## src/rtl/bin_threshold_ctrl.sv

```systemverilog
// bin_threshold_ctrl: owns the 8-bit binarization threshold for the camera
// binarize stage. Two raw push-buttons (debounced, long-press auto-repeat) and
// a host config port update a pending value that is transferred to the pixel
// datapath.
// Optional feature macro: BIN_THR_FRAME_SYNC_EN -- when defined, the pending
// value is applied only at frame boundaries (rising edge of frame_vsync); when
// undefined, the pending value is applied every cycle and frame_vsync is unused.
module bin_threshold_ctrl #(
  parameter int         DEB_CYC  = 1_000_000,
  parameter int         HOLD_CYC = 25_000_000,
  parameter int         RPT_CYC  = 5_000_000,
  parameter logic [7:0] THR_INIT = 8'd120,
  parameter logic [7:0] THR_MIN  = 8'd0,
  parameter logic [7:0] THR_MAX  = 8'd255
) (
  input  logic       sys_clk,
  input  logic       sys_rst_n,
  input  logic       key_up_n,
  input  logic       key_dn_n,
  input  logic       cfg_valid,
  input  logic [7:0] cfg_data,
  output logic       cfg_ready,
  input  logic       frame_vsync,
  output logic [7:0] bin_threshold,
  output logic       thr_update
);

  localparam logic [31:0] DEB_LAST  = 32'(DEB_CYC - 1);
  localparam logic [31:0] HOLD_LAST = 32'(HOLD_CYC - 1);
  localparam logic [31:0] RPT_LAST  = 32'(RPT_CYC - 1);

  typedef enum logic [1:0] {
    S_IDLE = 2'd0,
    S_DEB  = 2'd1,
    S_HOLD = 2'd2,
    S_RPT  = 2'd3
  } key_state_t;

  // Index 0 is the up key, index 1 is the down key.
  logic [1:0]  key_p0;
  logic [1:0]  key_p1;
  logic [1:0]  pressed;
  key_state_t  st_q  [2];
  logic [31:0] cnt_q [2];
  logic [1:0]  step_q;

  logic [7:0]  pend_q;
  logic [7:0]  pend_nxt;
  logic        cfg_pend_q;
  logic        cfg_accept;
  logic        apply;

  function automatic logic [7:0] clamp_thr(input logic [7:0] v);
    if (v < THR_MIN) return THR_MIN;
    if (v > THR_MAX) return THR_MAX;
    return v;
  endfunction

  function automatic logic [7:0] inc_sat(input logic [7:0] v);
    return (v == THR_MAX) ? v : v + 8'd1;
  endfunction

  function automatic logic [7:0] dec_sat(input logic [7:0] v);
    return (v == THR_MIN) ? v : v - 8'd1;
  endfunction

  // Two-flop synchronizers for the raw buttons; released (1) out of reset.
  always_ff @(posedge sys_clk or negedge sys_rst_n) begin
    if (!sys_rst_n) begin
      key_p0 <= 2'b11;
      key_p1 <= 2'b11;
    end else begin
      key_p0 <= {key_dn_n, key_up_n};
      key_p1 <= key_p0;
    end
  end

  assign pressed = ~key_p1;

`ifdef BIN_THR_FRAME_SYNC_EN
  logic vs_p0;
  logic vs_p1;
  logic vs_p2;

  // Synchronize vsync and keep one extra flop for rising-edge detection.
  always_ff @(posedge sys_clk or negedge sys_rst_n) begin
    if (!sys_rst_n) begin
      vs_p0 <= 1'b0;
      vs_p1 <= 1'b0;
      vs_p2 <= 1'b0;
    end else begin
      vs_p0 <= frame_vsync;
      vs_p1 <= vs_p0;
      vs_p2 <= vs_p1;
    end
  end

  assign apply = vs_p1 & ~vs_p2;
`else
  logic unused_vsync;
  assign unused_vsync = frame_vsync;
  assign apply        = 1'b1;
`endif

  // Per-key debounce / hold / auto-repeat FSMs with registered step pulses.
  always_ff @(posedge sys_clk or negedge sys_rst_n) begin
    if (!sys_rst_n) begin
      for (int k = 0; k < 2; k++) begin
        st_q[k]  <= S_IDLE;
        cnt_q[k] <= '0;
      end
      step_q <= '0;
    end else begin
      for (int k = 0; k < 2; k++) begin
        step_q[k] <= 1'b0;
        case (st_q[k])
          S_IDLE: begin
            cnt_q[k] <= '0;
            if (pressed[k]) st_q[k] <= S_DEB;
          end
          S_DEB: begin
            if (!pressed[k]) begin
              st_q[k]  <= S_IDLE;
              cnt_q[k] <= '0;
            end else if (cnt_q[k] == DEB_LAST) begin
              step_q[k] <= 1'b1;
              cnt_q[k]  <= '0;
              st_q[k]   <= S_HOLD;
            end else begin
              cnt_q[k] <= cnt_q[k] + 32'd1;
            end
          end
          S_HOLD: begin
            if (!pressed[k]) begin
              st_q[k]  <= S_IDLE;
              cnt_q[k] <= '0;
            end else if (cnt_q[k] == HOLD_LAST) begin
              step_q[k] <= 1'b1;
              cnt_q[k]  <= '0;
              st_q[k]   <= S_RPT;
            end else begin
              cnt_q[k] <= cnt_q[k] + 32'd1;
            end
          end
          S_RPT: begin
            if (!pressed[k]) begin
              st_q[k]  <= S_IDLE;
              cnt_q[k] <= '0;
            end else if (cnt_q[k] == RPT_LAST) begin
              step_q[k] <= 1'b1;
              cnt_q[k]  <= '0;
            end else begin
              cnt_q[k] <= cnt_q[k] + 32'd1;
            end
          end
          default: begin
            st_q[k]  <= S_IDLE;
            cnt_q[k] <= '0;
          end
        endcase
      end
    end
  end

  assign cfg_accept = cfg_valid & cfg_ready;

  // Next pending value: host write wins and drops key steps; up+down cancel.
  always_comb begin
    pend_nxt = pend_q;
    if (cfg_accept)            pend_nxt = clamp_thr(cfg_data);
    else if (step_q == 2'b11)  pend_nxt = pend_q;
    else if (step_q[0])        pend_nxt = inc_sat(pend_q);
    else if (step_q[1])        pend_nxt = dec_sat(pend_q);
  end

  // Pending register and host handshake; a new accept outranks a same-cycle apply.
  always_ff @(posedge sys_clk or negedge sys_rst_n) begin
    if (!sys_rst_n) begin
      pend_q     <= THR_INIT;
      cfg_pend_q <= 1'b0;
    end else begin
      pend_q <= pend_nxt;
      if (cfg_accept)  cfg_pend_q <= 1'b1;
      else if (apply)  cfg_pend_q <= 1'b0;
    end
  end

  assign cfg_ready = ~cfg_pend_q;

  // Transfer pending value to the datapath and flag actual changes.
  always_ff @(posedge sys_clk or negedge sys_rst_n) begin
    if (!sys_rst_n) begin
      bin_threshold <= THR_INIT;
      thr_update    <= 1'b0;
    end else if (apply) begin
      bin_threshold <= pend_q;
      thr_update    <= (pend_q != bin_threshold);
    end else begin
      thr_update    <= 1'b0;
    end
  end

endmodule

```

## config.mk

```make
export PLATFORM = sky130hd
export DESIGN_NAME = bin_threshold_ctrl
export DESIGN_NICKNAME = d
export VERILOG_FILES = /design/src/rtl/bin_threshold_ctrl.sv
export SDC_FILE = /design/constraint.sdc
export NUM_CORES = 1
export LEC_CHECK = 0
export CAP_MARGIN = 20
export CORE_ASPECT_RATIO = 0.5
export CORE_MARGIN = 2
export CORE_UTILIZATION = 43
export DETAILED_ROUTE_END_ITERATION = 8
export PLACE_DENSITY_LB_ADDON = 0.1
export SYNTH_ARGS = -nofsm -noshare
export SYNTH_HDL_FRONTEND = slang
export SYNTH_SLANG_ARGS = --single-unit
export TNS_END_PERCENT = 20
```

## constraint.sdc

```tcl
create_clock -name sys_clk -period 2.94 [get_ports sys_clk]
set_input_delay 0.294 -clock sys_clk [delete_from_list [all_inputs] [get_ports sys_clk]]
set_output_delay 0.294 -clock sys_clk [all_outputs]
set_load 0.01 [all_outputs]
```

==> out/qor.csv <==
stage;metric;value;unit
timing;Tmin final;2.539;ns
worst_setup_path;CP arrival;2.75;ns
drt;DR vias;3710;
synth;Avg Inst Size Synth;9.787;um2
global_routing;grt ovf;0;
drt;Post-Route WL;10300;um
worst_setup_path;nature of the critical path endpoint;register;
timing;setup TNS;0;ns
cts;H-tree levels;3;
die;I/O pin cnt;24;
cts;clock slew at reported path FFs;0.07;ns
cts;Clock Tree Root;clkbuf_16;
die;die area;0.01242;mm2
global_routing;vias in the first global route;3638;
synth;post-synth net total;528;
power;pwr dens;526.7;mW/mm2
worst_setup_path;Worst path max stage delay;0.56;ns
outcome;status;completed;
synth;Syn Inst Count;505;
global_routing;maximum number of pins on one net before global-route repair;81;
global_routing;first-pass GRT wire length;18130;um
worst_setup_path;Req. time, crit path;3.15;ns
synth;Seq/Total Area, Yosys;0.4689;
worst_hold_path;Hold Path End;key_p1[1]$_DFF_PN1_;
worst_setup_path;CP cell instances;or4b_1 -> or3b_1 -> a2111oi_4 -> o32a_4 -> nor2_1;
synth;Commonest cells post-synth;80 x dfrtp_1, 70 x nor2_1, 44 x xor2_1;
timing;slew margin rel.;0.3832;
layout;Antenna diodes;0;
global_routing;total track usage;0.1832;
drt;post-route DRC violation count;0;
worst_setup_path;worst-path fanout max;32;
timing;Max Fclk;393.8;MHz
worst_hold_path;hold path depth;0;
drt;iteration count of the initial detailed-routing pass;4;
placement;DP HPWL;6886;um
die;Chip Height;79.81;um
power;Seq pwr share;0.459;
die;standard-cell row count;27;
worst_setup_path;Reg2Reg Depth;5;
worst_hold_path;HP Class;reg2reg;
synth;ys flop type;dfrtp_1;
cts;CTS tree;built;
power;Switching Share;0.2281;
worst_hold_path;hold_sp;key_p0[1]$_DFF_PN1_;
synth;EDFF count, synth;0;
cts;postcts setup bufs;0;
synth;Synth top area share;0.4051;
worst_setup_path;WS Path Type;reg2reg;
worst_setup_path;Setup crit start kind;register;
worst_setup_path;worst reg2reg startpoint;cnt_q[47]$_DFF_PN0_;
timing;Slew Viols, Final;0;
run;# Max-Cap Violations;0;
power;leakage dissipation;2.222;nW
drt;vias per inst;5.456;
timing;Worst Tran Pin Value;0.9191;ns
timing;fin crit share;0.8637;
synth;Netlist cell types;54;
drt;WL/cell;15.15;um
drt;1st-iter DRT viols;281;
synth;largest cells by area after synthesis;dfrtp_1 41%, xor2_1 7.8%, dfstp_2 6.4%;
cts;CTS Sinks;92;
worst_setup_path;Reg2Reg Capture Point;cnt_q[41]$_DFF_PN0_;
cts;clock buffer depth;2;
placement;Placed Cells;662;
worst_setup_path;Worst R2R Setup Slack;0.40;ns
drt;ANT nets after route;0;
timing;Clock Skews;0.01001;ns
timing;final setup fails;0;
synth;Post-Syn Area;0.004942;mm2
cts;total CTS buffers;9;
timing;Hold Vio Cnt, Final;0;
synth;leading area contributor after synthesis;dfrtp_1;
synth;asr flop ratio synth;1.000;
global_routing;initial antenna violation count;0;
layout;Area Overhead vs Synth;14.81;%
power;Int Pwr;2.307;mW
synth;Syn. warnings;0;
synth;cell with the most instances after synthesis;dfrtp_1;
worst_setup_path;CP max stage cell;or4b_1;
layout;post-route insts no fill;680;
die;die width;155.6;um
layout;layout net count;553;
placement;PortBufs;22;
die;core area;0.01108;mm2
die;Starting Density;0.4460;
placement;gpl congestion;0.7611;
power;Comb pwr share;0.088;
power;maximum VDD drop;287.5;uV
power;Clock Power Share;0.453;
power;net switching power;681.6;uW
synth;Yosys reg bits;92;
timing;unrepaired setup endpoints after global routing;false;
cts;Worst-Skew Late Latency;0.34;ns
layout;layout cells sized above 1;0.09533;
[per-stage QoR]
step	hold slack (ns)	area (um2)	utilization	setup slack, ns	power [mW]
after floorplan	-0.001591	4942	-	0.6219	1.542
after global placement	0.3453	5286	0.4771	0.4529	1.654
after detailed placement	0.3485	5286	0.4771	0.3967	1.657
after CTS	0.1674	5637	0.5087	0.3897	3.029
after global routing	0.3439	5674	0.5121	0.2231	3.122
final	0.3558	5674	0.5121	0.4007	2.989
[sequential cells by signal, summed over array words and instances, names as in the netlist]
name,cells
pend_q,8
thr_update,1
bin_threshold,8
st_q,4
cfg_pend_q,1
key_p1,2
cnt_q,64
step_q,2
key_p0,2
[worst max-delay path, delay by kind of cell, from the launching register on]
family          cells  cell delay, ns
compound gates      2            0.87
simple gates        3            1.11
flops               1            0.41
[cell families after synthesis]
group	share of synthesized area
AOI/OAI and AO/OA	0.05899
xor gates and xnor gates	0.1241
adders and majority gates	0.02430
buffers and inverters	0.03392
DFF	0.4689
muxes	0.01013
and+or+nand+nor	0.2797
[power by group through the flow]
stage | logic [mW] | registers [mW] | clock network (mW)
global placement | 0.258 | 1.40 | 0
global route | 0.300 | 1.38 | 1.44
finish | 0.262 | 1.37 | 1.35
floorplan | 0.155 | 1.39 | 0
CTS | 0.261 | 1.37 | 1.39
detailed placement | 0.259 | 1.40 | 0
[how the worst max path moves through the flow]
| stage | startpoint | endpoint | slack [ns] | depth (start not counted) |
|---|---|---|---|---|
| 6_report | cnt_q[47]$_DFF_PN0_ | cnt_q[41]$_DFF_PN0_ | 0.40 | 5 |
| 5_1_grt | cnt_q[23]$_DFF_PN0_ | cnt_q[21]$_DFF_PN0_ | 0.22 | 6 |
| 4_1_cts | cnt_q[47]$_DFF_PN0_ | cnt_q[44]$_DFF_PN0_ | 0.39 | 5 |
| 3_5_place_dp | cnt_q[39]$_DFF_PN0_ | cnt_q[41]$_DFF_PN0_ | 0.40 | 5 |
| 3_3_place_gp | cnt_q[44]$_DFF_PN0_ | cnt_q[62]$_DFF_PN0_ | 0.45 | 5 |
| 2_1_floorplan | cnt_q[32]$_DFF_PN0_ | cnt_q[47]$_DFF_PN0_ | 0.62 | 8 |
[layout by cell type (no fill, tap or decap), types with 4 or more instances in the layout]
cell             instances
dfrtp_1                 80
nor2_1                  70
xor2_1                  44
nand4_1                 33
nand2_1                 29
nand3_1                 28
xnor2_1                 26
clkdlybuf4s50_1         21
and3_1                  18
nor4_1                  16
inv_1                   15
nor3_1                  14
a21oi_1                 12
dfstp_2                 12
clkbuf_16                9
ha_1                     8
buf_4                    8
nor2_2                   7
o21ai_0                  7
or4_1                    6
and4_1                   6
nor2b_1                  5
mux2i_1                  5
and2_1                   4
[layout make-up]
type                       instances  area [um2]
fill                            1045        5406
multi-input combinational        380        2457
sequential                        92        2317
timing repair buffer              31       307.8
clock buffer                      11       242.7
tap                              145       181.4
clock inverter                     5       107.6
inverter                          16       60.06
[routing by layer]
layer,wire length [um],track usage
met1,5208,0.2453
met2,4799,0.3018
met3,242,0.04072
met4,54,0.05138
met5,0,0
[timing repair]
action                    4_1_cts  5_1_grt
hold buffers                    0        1
resized for setup               0        0
hold endpoints to repair        0       22
(Power assumes the default switching activity.)
